==> config.mk <==
export PLATFORM = sky130hd
export DESIGN_NAME = dbus_bridge
export DESIGN_NICKNAME = d
export VERILOG_FILES = /design/src/rtl/dbus_bridge_pkg.sv /design/src/rtl/dbus_bridge_seg7_decode.sv /design/src/rtl/dbus_bridge.sv
export SDC_FILE = /design/constraint.sdc
export NUM_CORES = 1
export LEC_CHECK = 0
export CAP_MARGIN = 30
export CORE_MARGIN = 3
export CORE_UTILIZATION = 40
export CTS_CLUSTER_DIAMETER = 200
export DETAILED_ROUTE_END_ITERATION = 10
export PLACE_DENSITY = 0.77
export SETUP_SLACK_MARGIN = 0.2
export SLEW_MARGIN = 20
export SYNTH_ARGS = -nofsm -noshare
export SYNTH_HDL_FRONTEND = slang
export SYNTH_SLANG_ARGS = --single-unit
==> constraint.sdc <==
create_clock -name clk -period 2.6 [get_ports clk]
set_input_delay 0.52 -clock clk [delete_from_list [all_inputs] [get_ports clk]]
set_output_delay 0.52 -clock clk [all_outputs]
set_load 0.1 [all_outputs]
==> src/rtl/dbus_bridge_pkg.sv <==
// Shared constants and address decode for the data-bus bridge.
// The I/O page sits at 0xFxxx; everything else belongs to the data RAM.
package dbus_bridge_pkg;

  localparam logic [3:0]  IO_PAGE   = 4'hF;
  localparam logic [15:0] ADDR_TUBE = 16'hF000;
  localparam logic [15:0] ADDR_LED  = 16'hF060;
  localparam logic [15:0] ADDR_SW   = 16'hF070;
  localparam int          IO_W      = 24;

  typedef enum logic [2:0] {
    SRC_DRAM,
    SRC_TUBE,
    SRC_LED,
    SRC_SW,
    SRC_NONE
  } io_src_e;

  function automatic io_src_e decode_src(input logic [15:0] addr);
    if (addr[15:12] != IO_PAGE) return SRC_DRAM;
    case (addr)
      ADDR_TUBE: return SRC_TUBE;
      ADDR_LED:  return SRC_LED;
      ADDR_SW:   return SRC_SW;
      default:   return SRC_NONE;
    endcase
  endfunction

endpackage

==> src/rtl/dbus_bridge_seg7_decode.sv <==
// Hex nibble to active-low seven-segment glyph (bit order g..a).
module seg7_decode (
  input  logic [3:0] nibble,
  output logic [6:0] segs
);

  always_comb begin
    case (nibble)
      4'h0: segs = 7'h40;
      4'h1: segs = 7'h79;
      4'h2: segs = 7'h24;
      4'h3: segs = 7'h30;
      4'h4: segs = 7'h19;
      4'h5: segs = 7'h12;
      4'h6: segs = 7'h02;
      4'h7: segs = 7'h78;
      4'h8: segs = 7'h00;
      4'h9: segs = 7'h10;
      4'hA: segs = 7'h08;
      4'hB: segs = 7'h03;
      4'hC: segs = 7'h46;
      4'hD: segs = 7'h21;
      4'hE: segs = 7'h06;
      default: segs = 7'h0E;
    endcase
  end

endmodule

==> src/rtl/dbus_bridge.sv <==
// Data-bus responder: routes core loads/stores to the data RAM or to the
// memory-mapped LED, switch and seven-segment tube registers.
module dbus_bridge
  import dbus_bridge_pkg::*;
#(
  parameter int SCAN_DIV = 50000
) (
  input  logic               clk,
  input  logic               rst,
  input  logic [15:0]        x_addr,
  input  logic               x_dram_wen,
  input  logic [31:0]        x_dram_wdata,
  output logic [31:0]        dram_rdata,
  output logic               ram_we,
  output logic [11:0]        ram_a,
  output logic [31:0]        ram_d,
  input  logic [31:0]        ram_spo,
  input  logic [IO_W-1:0]    sw,
  output logic [IO_W-1:0]    led,
  output logic [7:0]         dig_en,
  output logic [7:0]         seg
);

  localparam int CNT_W = $clog2(SCAN_DIV);
  localparam logic [CNT_W-1:0] CNT_LAST = CNT_W'(SCAN_DIV - 1);

  io_src_e           src;
  logic              io_sel;
  logic [31:0]       tube;
  logic [IO_W-1:0]   sw_meta;
  logic [IO_W-1:0]   sw_sync;
  logic [CNT_W-1:0]  cnt;
  logic [2:0]        idx;
  logic [6:0]        glyph;

  assign src    = decode_src(x_addr);
  assign io_sel = (x_addr[15:12] == IO_PAGE);

  assign ram_a  = x_addr[13:2];
  assign ram_d  = x_dram_wdata;
  assign ram_we = x_dram_wen & ~io_sel;

  // NOTE: every output of a combinational mux gets a default first so no latch is inferred.
  always_comb begin
    dram_rdata = 32'h0;
    case (src)
      SRC_DRAM: dram_rdata = ram_spo;
      SRC_TUBE: dram_rdata = tube;
      SRC_LED:  dram_rdata = {8'h0, led};
      SRC_SW:   dram_rdata = {8'h0, sw_sync};
      default:  dram_rdata = 32'h0;
    endcase
  end

  // NOTE: sequential state uses non-blocking assignments so all flops sample pre-edge values.
  always_ff @(posedge clk or negedge rst) begin
    if (!rst) begin
      tube <= 32'h0;
      led  <= '0;
    end else if (x_dram_wen) begin
      if (src == SRC_TUBE) tube <= x_dram_wdata;
      if (src == SRC_LED)  led  <= x_dram_wdata[IO_W-1:0];
    end
  end

  // sw is asynchronous to clk; only the second stage is ever read.
  always_ff @(posedge clk or negedge rst) begin
    if (!rst) begin
      sw_meta <= '0;
      sw_sync <= '0;
    end else begin
      sw_meta <= sw;
      sw_sync <= sw_meta;
    end
  end

  always_ff @(posedge clk or negedge rst) begin
    if (!rst) begin
      cnt <= '0;
      idx <= 3'd0;
    end else if (cnt == CNT_LAST) begin
      cnt <= '0;
      idx <= idx + 3'd1;
    end else begin
      cnt <= cnt + CNT_W'(1);
    end
  end

  seg7_decode u_seg7 (
    .nibble (tube[{idx, 2'b00} +: 4]),
    .segs   (glyph)
  );

  assign dig_en = ~(8'b1 << idx);
  assign seg    = {1'b1, glyph};

endmodule

==> out/qor.yml, run 1 <==
outcome: "finished with violations"
violations: "setup timing"
wl_um: 20900
hpwl_um: 13700
worstMarginPinSlew_ns: 0.693
final_layout_size_suffix_gt1_share_pct: 50.9
end_kind: "output port"
ys_warn_count: 0
cp_cell_sequence: "buf_12, mux4_2, mux2_4, inv_4, ha_4, mux2_4, o32ai_4, buf_12"
finalSetupTns_ns: -5.66
worstPathMaxFanout: 7
die_w_um: 128
cts_hold_buf: 0
met2_usage_pct: 44.9
synth-async-reset-ratio_pct: 100
cts_made_buffers: 17
htreeDepth: 4
syn_avg_cell_area_um2: 12.3
final_cells: 942
max_slew_margin_pct: 53.4
worstRegToRegCells: 4
place_area_um2: 9870
slowest_stage: "mux4_2"
setup_viol: 29
use_met3_pct: 7.75
cp-start-kind: "flip-flop"
r2r-start: "cnt[0]"
synth_edf_count: 0
via_per_inst: 5.37
crit_required_ns: 2.08
cts.sinks: 123
insertion_delay_ns: 0.42
cts_tree: "built"
clk_pin_slew_worst_paths_ns: 0.06
top_usage_layer: "met2"
slowest_delay_ns: 0.55
synth_top_area_share_pct: 51.8
grt_antenna_before_repair: 0
netlist_area_um2: 5940
cp.depth: 8
finalCritPeriodShare_pct: 124
synthFlopType: "dfrtp_1"
hold_class: "in -> async"
crit_family: "multiplexers"
post-route-util_pct: 78.1
finalNetCount: 869
wl_per_cell_um: 22.2
hold_ws_ns: 0.188
path_class: "reg -> out"
p_per_area_nw_per_um2: 505
arrival_ns: 2.71
first_global_vias: 5657
yosysTopAreaCell: "dfrtp_1"
drtPass1Iterations: 4
vias: 5054
grt_max_degree: 124
grt_overflow: 0
die_h_um: 128
core_area_um2: 14200
period_minus_slack_ns: 3.23
ios: 224
io_buffers: 222
finalHoldViolations: 0
fin_area_um2: 11100
grt_use_met1_pct: 30.0
n_antenna_cell: 0
yosys-top-cells-area: "dfrtp_1 (52%), mux2_2 (7.6%), buf_4 (5.8%)"
max-clock-path-buffers: 2
drc: 0
grt_usage_pct: 25.7
gp_congestion: 0.866
synth_cell_type_count: 44
worst_slack_ns: -0.631
peakVddDrop_mv: 0.472
drv_slew: 0
drt_iter0_markers: 271
dieArea_um2: 16300
clock_tree.root_cell: "clkbuf_16"
rsz0062_at_grt: "yes"
crit_buf_inv: 3
fmax_mhz: 310
place_inst: 883
start_util_pct: 41.8
maxCapViolations: 0
rows: 43
syn_nets: 601
syn2layout_area_growth_pct: 86.7
syn-instance-count: 481
synth_seq_area_share_pct: 51.8
final_antenna_net_count: 0
grt_pass1_wl_um: 31900
p_leak_nw: 5.07
synth-seq-cells: 123
clock_skew_ns: 0.00643
crit_start: "idx[0]"
cell usage after synthesis (3+ instances only):
cell	instances
dfrtp_1	123
nand2_1	59
buf_4	46
mux2_2	40
o21ai_0	25
a221o_1	24
mux2_4	20
ha_1	13
clkbuf_1	11
nor2_1	11
inv_1	10
a22o_1	8
mux4_2	8
xnor2_1	8
mux2i_1	7
nand3_1	7
nor3_1	7
xor2_1	7
buf_2	6
nand4_1	6
and4_1	3
nor4_1	3
o22ai_1	3
kinds of logic after synthesis:
logic type / share of synthesized area (%)
flops: 51.8
fa+ha+maj: 2.74
simple gates: 8.97
other cells: 0.0631
compound gates: 8.15
xor+xnor: 2.21
mux: 17.3
buf+inv: 8.76
metrics by stage:
stage                     total power [mW]  setup slack (ns)
after global placement                3.17            -0.380
final                                 5.59            -0.631
after global routing                  5.75            -0.674
after CTS                             5.63            -0.629
after floorplan                       2.66            -0.329
after detailed placement              3.18            -0.389
worst reg2reg max path, delay by kind of cell (launching register included):
family,cells,cell delay [ns]
adders and majority gates,1,0.20
DFF,1,0.39
muxes,1,0.41
and+or+nand+nor,2,0.91
power breakdown:
group	total [mW]	switching, mW	internal, mW
Sequential	1.97	0.0160	1.95
Combinational	1.18	0.710	0.474
Clock	2.44	0.908	1.53
Total	5.59	1.63	3.96
layout by cell type, fill, tap and decap left out, types with 5 or more instances in the layout:
cell	instances
buf_16	6
o21ai_1	10
buf_4	77
clkinvlp_4	6
dlygate4sd2_1	7
a221o_4	20
mux4_2	8
clkbuf_16	18
inv_1	6
nand3_1	6
buf_12	108
mux2_4	24
dfrtp_1	123
ha_4	5
nand2_1	59
xnor2_1	8
nand4_1	6
xor2_1	7
buf_6	20
ha_1	7
clkdlybuf4s50_1	89
nor2_1	8
o21ai_0	14
mux2_2	36
a22o_4	8
layer usage:
layer	vias up	share of wire, %
met3	40	7.6
met2	242	52
met1	2550	38
met4	0	2.7
met5	-	0
li1	2222	-
worst paths after layout:
kind | endpoint | slack, ns
max in group asynchronous | sw_sync[9] | 1.91
min in group clk | sw_sync[11] | 0.34
max reg2reg | idx[1] | 0.57
min | sw_sync[12] | 0.19
min reg2reg | sw_sync[11] | 0.34
max | seg[1] | -0.63
state kept, by name (all words and copies together), names as in the netlist:
signal	flops
led	24
idx	3
sw_meta	24
sw_sync	24
cnt	16
tube	32
repair_timing:
action                                  CTS  global route
pin swaps                                27            12
buffers inserted                         16             3
gates resized for setup                  83            23
cloned                                    7             1
endpoints found under the setup margin   65            39
cell type report:
class                   count  area (µm²)
flip-flops and latches    123        3080
inverters                  11        50.0
well taps                 180         225
multi-input cells         280        2940
repair buffers            316        4190
fillers                   838        3120
clock buffers              18         439
clock inverters            14         173
(Power assumes the default switching activity.)
==> run 2: changes to the inputs <==
--- a/config.mk
+++ b/config.mk
@@ -10,9 +10,9 @@
 export CORE_UTILIZATION = 40
 export CTS_CLUSTER_DIAMETER = 200
 export DETAILED_ROUTE_END_ITERATION = 10
-export PLACE_DENSITY = 0.77
+export PLACE_DENSITY = 0.76
 export SETUP_SLACK_MARGIN = 0.2
-export SLEW_MARGIN = 20
 export SYNTH_ARGS = -nofsm -noshare
 export SYNTH_HDL_FRONTEND = slang
+export SYNTH_HIERARCHICAL = 1
 export SYNTH_SLANG_ARGS = --single-unit
==> run 2 against run 1 <==
  * The flow still finishes with violations (setup timing)
  * Synthesized cell count increased by 3.3%
  * Sequential power about the same
  * Final cell count increased by 0.11%
  * Wire length decreased by 3.7%
  * Clock skew decreased by 0.0011 ns
  * Worst hold slack got worse by 0.033 ns
  * Combinational power about the same
  * Sequential share of layout area increased by 1.2 points
  * Largest cell class unchanged
  * Largest power group unchanged
==> out/qor.yml, run 2 <==
peakVddDrop_mv: 0.387  # -18%
final_layout_size_suffix_gt1_share_pct: 49.3  # -1.6 points
grt_overflow: 0  # unchanged
synth_top_area_share_pct: 51.3  # -0.54 points
syn_avg_cell_area_um2: 12.1  # -2.2%
cts_hold_buf: 0  # unchanged
first_global_vias: 5647  # -0.18%
htreeDepth: 4  # unchanged
clock_tree.root_cell: "clkbuf_16"
p_per_area_nw_per_um2: 516  # +2.2%
synth-async-reset-ratio_pct: 100  # unchanged
fin_area_um2: 10600  # -4.1%
wl_per_cell_um: 21.4  # -3.8%
synth.most_common_cell: "dfrtp_1"
worstPathMaxFanout: 7  # unchanged
slowest_stage: "mux4_2"
multi_input_area_um2: 2870  # -2.3%
finalHoldViolations: 0  # unchanged
layout_common_cells: "dfrtp_1 (123), buf_12 (101), clkdlybuf4s50_1 (89), buf_4 (84), mux2_2 (50)"
regArea_um2: 3080  # unchanged
wl_um: 20100  # -3.7%
drc: 0  # unchanged
period_minus_slack_ns: 3.23  # +0.00412 ns
arrival_ns: 2.71  # about the same
worst_path_most_repeated_cell: "buf_12"
rows: 44  # +2.3%
cts_made_buffers: 17  # unchanged
maxCapViolations: 0  # unchanged
ios: 224  # unchanged
violations: "setup timing"
start_util_pct: 41.1  # -0.68 points
largest_reg_flops: 32  # unchanged
top_register: "tube"
finalNetCount: 867  # -0.23%
cts_tree: "built"
grt_usage_pct: 25.1  # -0.65 points
r2r-start: "cnt[12]"
grt_max_degree: 53  # -57%
crit_required_ns: 2.08  # about the same
yosysTopAreaCell: "dfrtp_1"
core_area_um2: 14600  # +2.7%
timing.rr.end: "idx[1]"
synth_edf_count: 0  # unchanged
grt_antenna_before_repair: 1  # +1
finalSetupTns_ns: -3.63  # +2.03 ns
worstMarginPinSlew_ns: 0.703  # +0.00998 ns
syn2layout_area_growth_pct: 77.2
final_antenna_net_count: 0  # unchanged
clock_skew_ns: 0.00535  # -0.00108 ns
netlist_area_um2: 6000  # +1.1%
cp_cell_sequence: "buf_12, mux4_2, nand2_2, nand2_4, inv_4, ha_4, and2b_2, or3b_4, o21ai_4, buf_12"
vias: 5018  # -0.71%
synth-seq-cells: 123  # unchanged
max-clock-path-buffers: 2  # unchanged
drv_slew: 0  # unchanged
slowest_delay_ns: 0.53  # -0.02 ns
ys_top_cells_by_count: "dfrtp_1 (123), nand2_1 (54), mux2_2 (50)"
drt_iter0_markers: 261  # -3.7%
cp-start-kind: "flip-flop"
clk_pin_slew_worst_paths_ns: 0.06  # about the same
place_area_um2: 9580  # -3.0%
hpwl_um: 14300  # +4.4%
io_buffers: 222  # unchanged
path_class: "reg -> out"
final_common_cell: "dfrtp_1"
yosys-top-cells-area: "dfrtp_1 (51%), mux2_2 (9.4%), buf_4 (5.6%)"
worst_slack_ns: -0.635  # -0.00412 ns
die_w_um: 128  # +0.50%
syn-instance-count: 497  # +3.3%
synth_seq_area_share_pct: 51.3  # -0.54 points
end_kind: "output port"
n_antenna_cell: 0  # unchanged
hold_class: "in -> async"
via_per_inst: 5.32  # -0.82%
worstRegToRegCells: 3  # -1
max_slew_margin_pct: 53.2  # -0.24 points
fill_cells: 897  # +7.0%
die_h_um: 128  # +0.50%
post-route-util_pct: 72.9  # -5.2 points
finalCritPeriodShare_pct: 124  # +0.16 points
rsz0062_at_grt: "yes"
ys_warn_count: 6  # +6
insertion_delay_ns: 0.41  # about the same
gp_congestion: 0.804  # -7.2%
syn_nets: 618  # +2.8%
p_leak_nw: 4.86  # -4.1%
setup_viol: 7  # -76%
r2r_slack_ns: 0.98  # +0.41 ns
drtPass1Iterations: 4  # unchanged
outcome: "finished with violations"
grt_pass1_wl_um: 31600  # -0.99%
synth_cell_type_count: 43  # -2.3%
fmax_mhz: 309  # -0.13%
synthFlopType: "dfrtp_1"
dieArea_um2: 16500  # +1.0%
cts.sinks: 123  # unchanged
## run 2: final cells by class
type / instances / area share (%)
Multi-Input combinational cell: 296 / 27.0
Tap cell: 184 / 2.16
Inverter: 8 / 0.306
Clock inverter: 15 / 1.44
Clock buffer: 17 / 4.00
Timing Repair Buffer: 300 / 36.2
Sequential cell: 123 / 28.9
## run 2: report_power, final
part	total, mW	switching [mW]	internal (mW)
clock	2.30	0.955	1.35
sequential	1.97	0.0162	1.95
combinational	1.21	0.728	0.485
## run 2: worst max-delay path by stage
| stage | start | to | slack, ns | cells past startpoint |
|---|---|---|---|---|
| 6_report | idx[0] | seg[0] | -0.63 | 10 |
| 5_1_grt | idx[0] | seg[0] | -0.75 | 11 |
| 4_1_cts | idx[0] | seg[0] | -0.64 | 10 |
| 3_5_place_dp | x_addr[9] | dram_rdata[7] | -0.35 | 7 |
| 3_3_place_gp | x_addr[9] | dram_rdata[23] | -0.32 | 7 |
| 2_1_floorplan | idx[0] | seg[0] | -0.18 | 9 |
## run 2: worst max-delay path: cells and delay by family, from the launching register on
kind,cells,cell delay [ns]
and+or+nand+nor,4,0.77
muxes,1,0.53
buffers and inverters,3,0.40
DFF,1,0.39
adders and majority gates,1,0.13
AOI/OAI and AO/OA,1,0.08
## run 2: repair_timing
| action | in CTS | in global routing |
|---|---|---|
| pin swaps | 32 | 10 |
| cloned | 3 | 0 |
| gates resized for setup | 115 | 16 |
| setup buffers | 7 | 1 |
| endpoints found under the setup margin | 40 | 40 |
## run 2: per-layer routing
metal / global-route usage (%) / wire (µm) / share of wire, % / vias up
met3: 6.43 / 1290 / 6.4 / 53
li1: - / - / - / 2225
met2: 44.3 / 10600 / 53 / 212
met1: 28.2 / 7370 / 37 / 2526
met5: 0 / 13 / 0.065 / -
met4: 12.3 / 859 / 4.3 / 2
## run 2: cell families after synthesis
logic type | Yosys count | synth area share [%]
AOI/OAI and AO/OA | 91 | 10.3
adders and majority gates | 14 | 2.92
and+or+nand+nor | 107 | 9.61
xor gates and xnor gates | 12 | 1.75
other | 1 | 0.0625
buffers and inverters | 78 | 9.11
DFF | 123 | 51.3
muxes | 71 | 15.0
## run 2: metrics by stage
step	worst slack (ns)	total power [mW]	hold WS (ns)	instances
3_3_place_gp	-0.317	3.18	0.332	900
3_5_place_dp	-0.347	3.19	0.336	900
4_1_cts	-0.643	5.52	0.171	942
2_1_floorplan	-0.179	2.64	0.224	497
6_report	-0.635	5.49	0.155	943
5_1_grt	-0.755	5.65	0.193	943
==> run 3: changes to the inputs <==
--- a/config.mk
+++ b/config.mk
@@ -10,6 +10,7 @@
 export CORE_UTILIZATION = 40
 export CTS_CLUSTER_DIAMETER = 200
 export DETAILED_ROUTE_END_ITERATION = 10
+export MAX_ROUTING_LAYER = met4
 export PLACE_DENSITY = 0.76
 export SETUP_SLACK_MARGIN = 0.2
 export SYNTH_ARGS = -nofsm -noshare
==> run 3 against run 2 <==
  * The flow still finishes with violations (setup timing)
  * First-iteration DRC count shrank 8.8%
  * Sequential power barely moved
  * Wire length is 0.29% higher
  * Combinational power about the same
  * Non-clock buffer count unchanged
  * Clock power about the same
  * Global-route usage grew 0.80 points
  * Die area is the same
  * Setup slack got worse by 0.0027 ns
  * Core utilization is essentially flat
  * Sequential cell count did not move
  * Final cell count is 0.11% higher
  * Largest power group unchanged
==> out/qor.yml, run 3 (synthesized netlist as in run 2, its figures left out) <==
regArea_um2: 3080  # unchanged
crit_end: "seg[0]"
first_global_vias: 5634  # -0.23%
hpwl_um: 14300  # unchanged
hold_ws_ns: 0.152  # -0.00282 ns
cts_tree: "built"
wl_um: 20200  # +0.29%
max-clock-path-buffers: 2  # unchanged
max_slew_margin_pct: 52.6  # -0.54 points
syn2layout_area_growth_pct: 77.2  # about the same
vias: 5030  # +0.24%
slowest_delay_ns: 0.53  # about the same
finalCritPeriodShare_pct: 125  # about the same
ios: 224  # unchanged
p_leak_nw: 4.86  # about the same
r2r-start: "cnt[12]"
wl_per_cell_um: 21.4  # +0.18%
worst_path_most_repeated_cell: "buf_12"
path_class: "reg -> out"
r2r_slack_ns: 0.98  # about the same
grt_usage_pct: 25.9  # +0.80 points
die_w_um: 128  # unchanged
m1WireLength_um: 7320  # -0.67%
drt_iter0_markers: 238  # -8.8%
start_util_pct: 41.1  # unchanged
hold_class: "in -> async"
clock_tree.root_cell: "clkbuf_16"
p_per_area_nw_per_um2: 516  # about the same
finalHoldViolations: 0  # unchanged
crit_start: "idx[0]"
grt_overflow: 0  # unchanged
p_int_mw: 3.79  # about the same
switching_share_pct: 31.0  # about the same
worstRegToRegCells: 3  # unchanged
worst_slack_ns: -0.637  # -0.00266 ns
timing.rr.end: "idx[1]"
top_register: "tube"
power.switching_mw: 1.70  # about the same
io_buffers: 222  # unchanged
cts_made_buffers: 17  # unchanged
end_kind: "output port"
gp_congestion: 0.816  # +1.5%
worstPathMaxFanout: 7  # unchanged
largest_reg_flops: 32  # unchanged
drc: 0  # unchanged
multi_input_area_um2: 2870  # unchanged
rows: 44  # unchanged
final_common_cell: "dfrtp_1"
via_per_inst: 5.33  # +0.13%
maxCapViolations: 0  # unchanged
route.met3.wl_um: 1370  # +5.5%
insertion_delay_ns: 0.42  # about the same
rsz0062_at_grt: "yes"
fill_cells: 896  # -0.11%
violations: "setup timing"
layout_common_cells: "dfrtp_1 (123), buf_12 (101), clkdlybuf4s50_1 (89), buf_4 (84), mux2_2 (50)"
grt_antenna_before_repair: 1  # unchanged
final_layout_size_suffix_gt1_share_pct: 49.3  # unchanged
setup_viol: 7  # unchanged
clk_pin_slew_worst_paths_ns: 0.06  # about the same
drtPass1Iterations: 4  # unchanged
dieArea_um2: 16500  # unchanged
die_h_um: 128  # unchanged
arrival_ns: 2.72  # about the same
cp_cell_sequence: "buf_12, mux4_2, nand2_2, nand2_4, inv_4, ha_4, and2b_2, or3b_4, o21ai_4, buf_12"
period_minus_slack_ns: 3.24  # +0.00266 ns
finalNetCount: 867  # unchanged
combPwrFrac_pct: 22.1  # about the same
outcome: "finished with violations"
core_area_um2: 14600  # unchanged
peakVddDrop_mv: 0.387  # -0.21%
seq_power_share_pct: 35.9  # about the same
cts.sinks: 123  # unchanged
slowest_stage: "mux4_2"
worstMarginPinSlew_ns: 0.711  # +0.00803 ns
drv_slew: 0  # unchanged
fmax_mhz: 309  # about the same
final_antenna_net_count: 0  # unchanged
clockPowerShare_pct: 42.0  # about the same
wl_met2_um: 10700  # +1.0%
clock_skew_ns: 0.00467  # -0.000680 ns
htreeDepth: 4  # unchanged
crit_required_ns: 2.08  # about the same
grt_max_degree: 53  # unchanged
grt_pass1_wl_um: 31600  # about the same
top_layer: "met4"
pre_cts_ws_ns: -0.347  # unchanged
cp-start-kind: "flip-flop"
## run 3: power by group through the flow
stage | clock, mW | combinational, mW | sequential (mW)
4_1_cts | 2.33 | 1.22 | 1.97
6_report | 2.30 | 1.21 | 1.97
2_1_floorplan | 0 | 0.646 | 2.00
3_3_place_gp | 0 | 1.18 | 2.00
3_5_place_dp | 0 | 1.19 | 2.00
5_1_grt | 2.43 | 1.25 | 1.97
## run 3: area by class of cell
type                       count  share of cell area (%)
clock buffer                  17                    4.00
timing repair buffer         300                    36.2
multi-input combinational    296                    27.0
clock inverter                15                    1.43
antenna                        1                  0.0235
inverter                       8                   0.306
tap                          184                    2.16
sequential                   123                    28.9
## run 3: worst min-delay path by stage
stage | to | cells past startpoint | start
after CTS | cnt[11] | 1 | rst
after global routing | cnt[11] | 1 | rst
after floorplan | cnt[0] | 0 | rst
final | cnt[10] | 1 | rst
after detailed placement | sw_sync[18] | 0 | sw_meta[18]
after global placement | sw_sync[22] | 0 | sw_meta[22]
## run 3: metal layers
metal | up-vias | track usage (%)
met4 | 0 | 12.3
met5 | - | -
met3 | 50 | 5.94
met1 | 2525 | 28.5
met2 | 226 | 44.4
li1 | 2229 | -
## run 3: through the flow
step                utilization, %  setup TNS [ns]  cell area [µm²]  std cells  power, mW
CTS                           72.6           -3.83            10600        942       5.52
finish                        72.9           -3.66            10600        944       5.48
floorplan                        -          -0.398             6190        497       2.64
detailed placement            65.6          -12.56             9580        900       3.19
global route                  72.9           -4.41            10600        944       5.65
global placement              65.6          -11.37             9580        900       3.18
## run 3: what timing repair did
action / in CTS / in global routing
pin swaps: 32 / 10
hold buffers: 0 / 0
cloned: 3 / 0
endpoints found under the setup margin: 40 / 40
resized for setup: 115 / 16
buffers inserted: 7 / 1
## run 3: critical path: cells and delay by family, from the launching register on
| family | cells | cell delay [ns] |
|---|---|---|
| and+or+nand+nor | 4 | 0.77 |
| muxes | 1 | 0.53 |
| DFF | 1 | 0.39 |
| buffers and inverters | 3 | 0.40 |
| AOI/OAI and AO/OA | 1 | 0.08 |
| adders and majority gates | 1 | 0.13 |
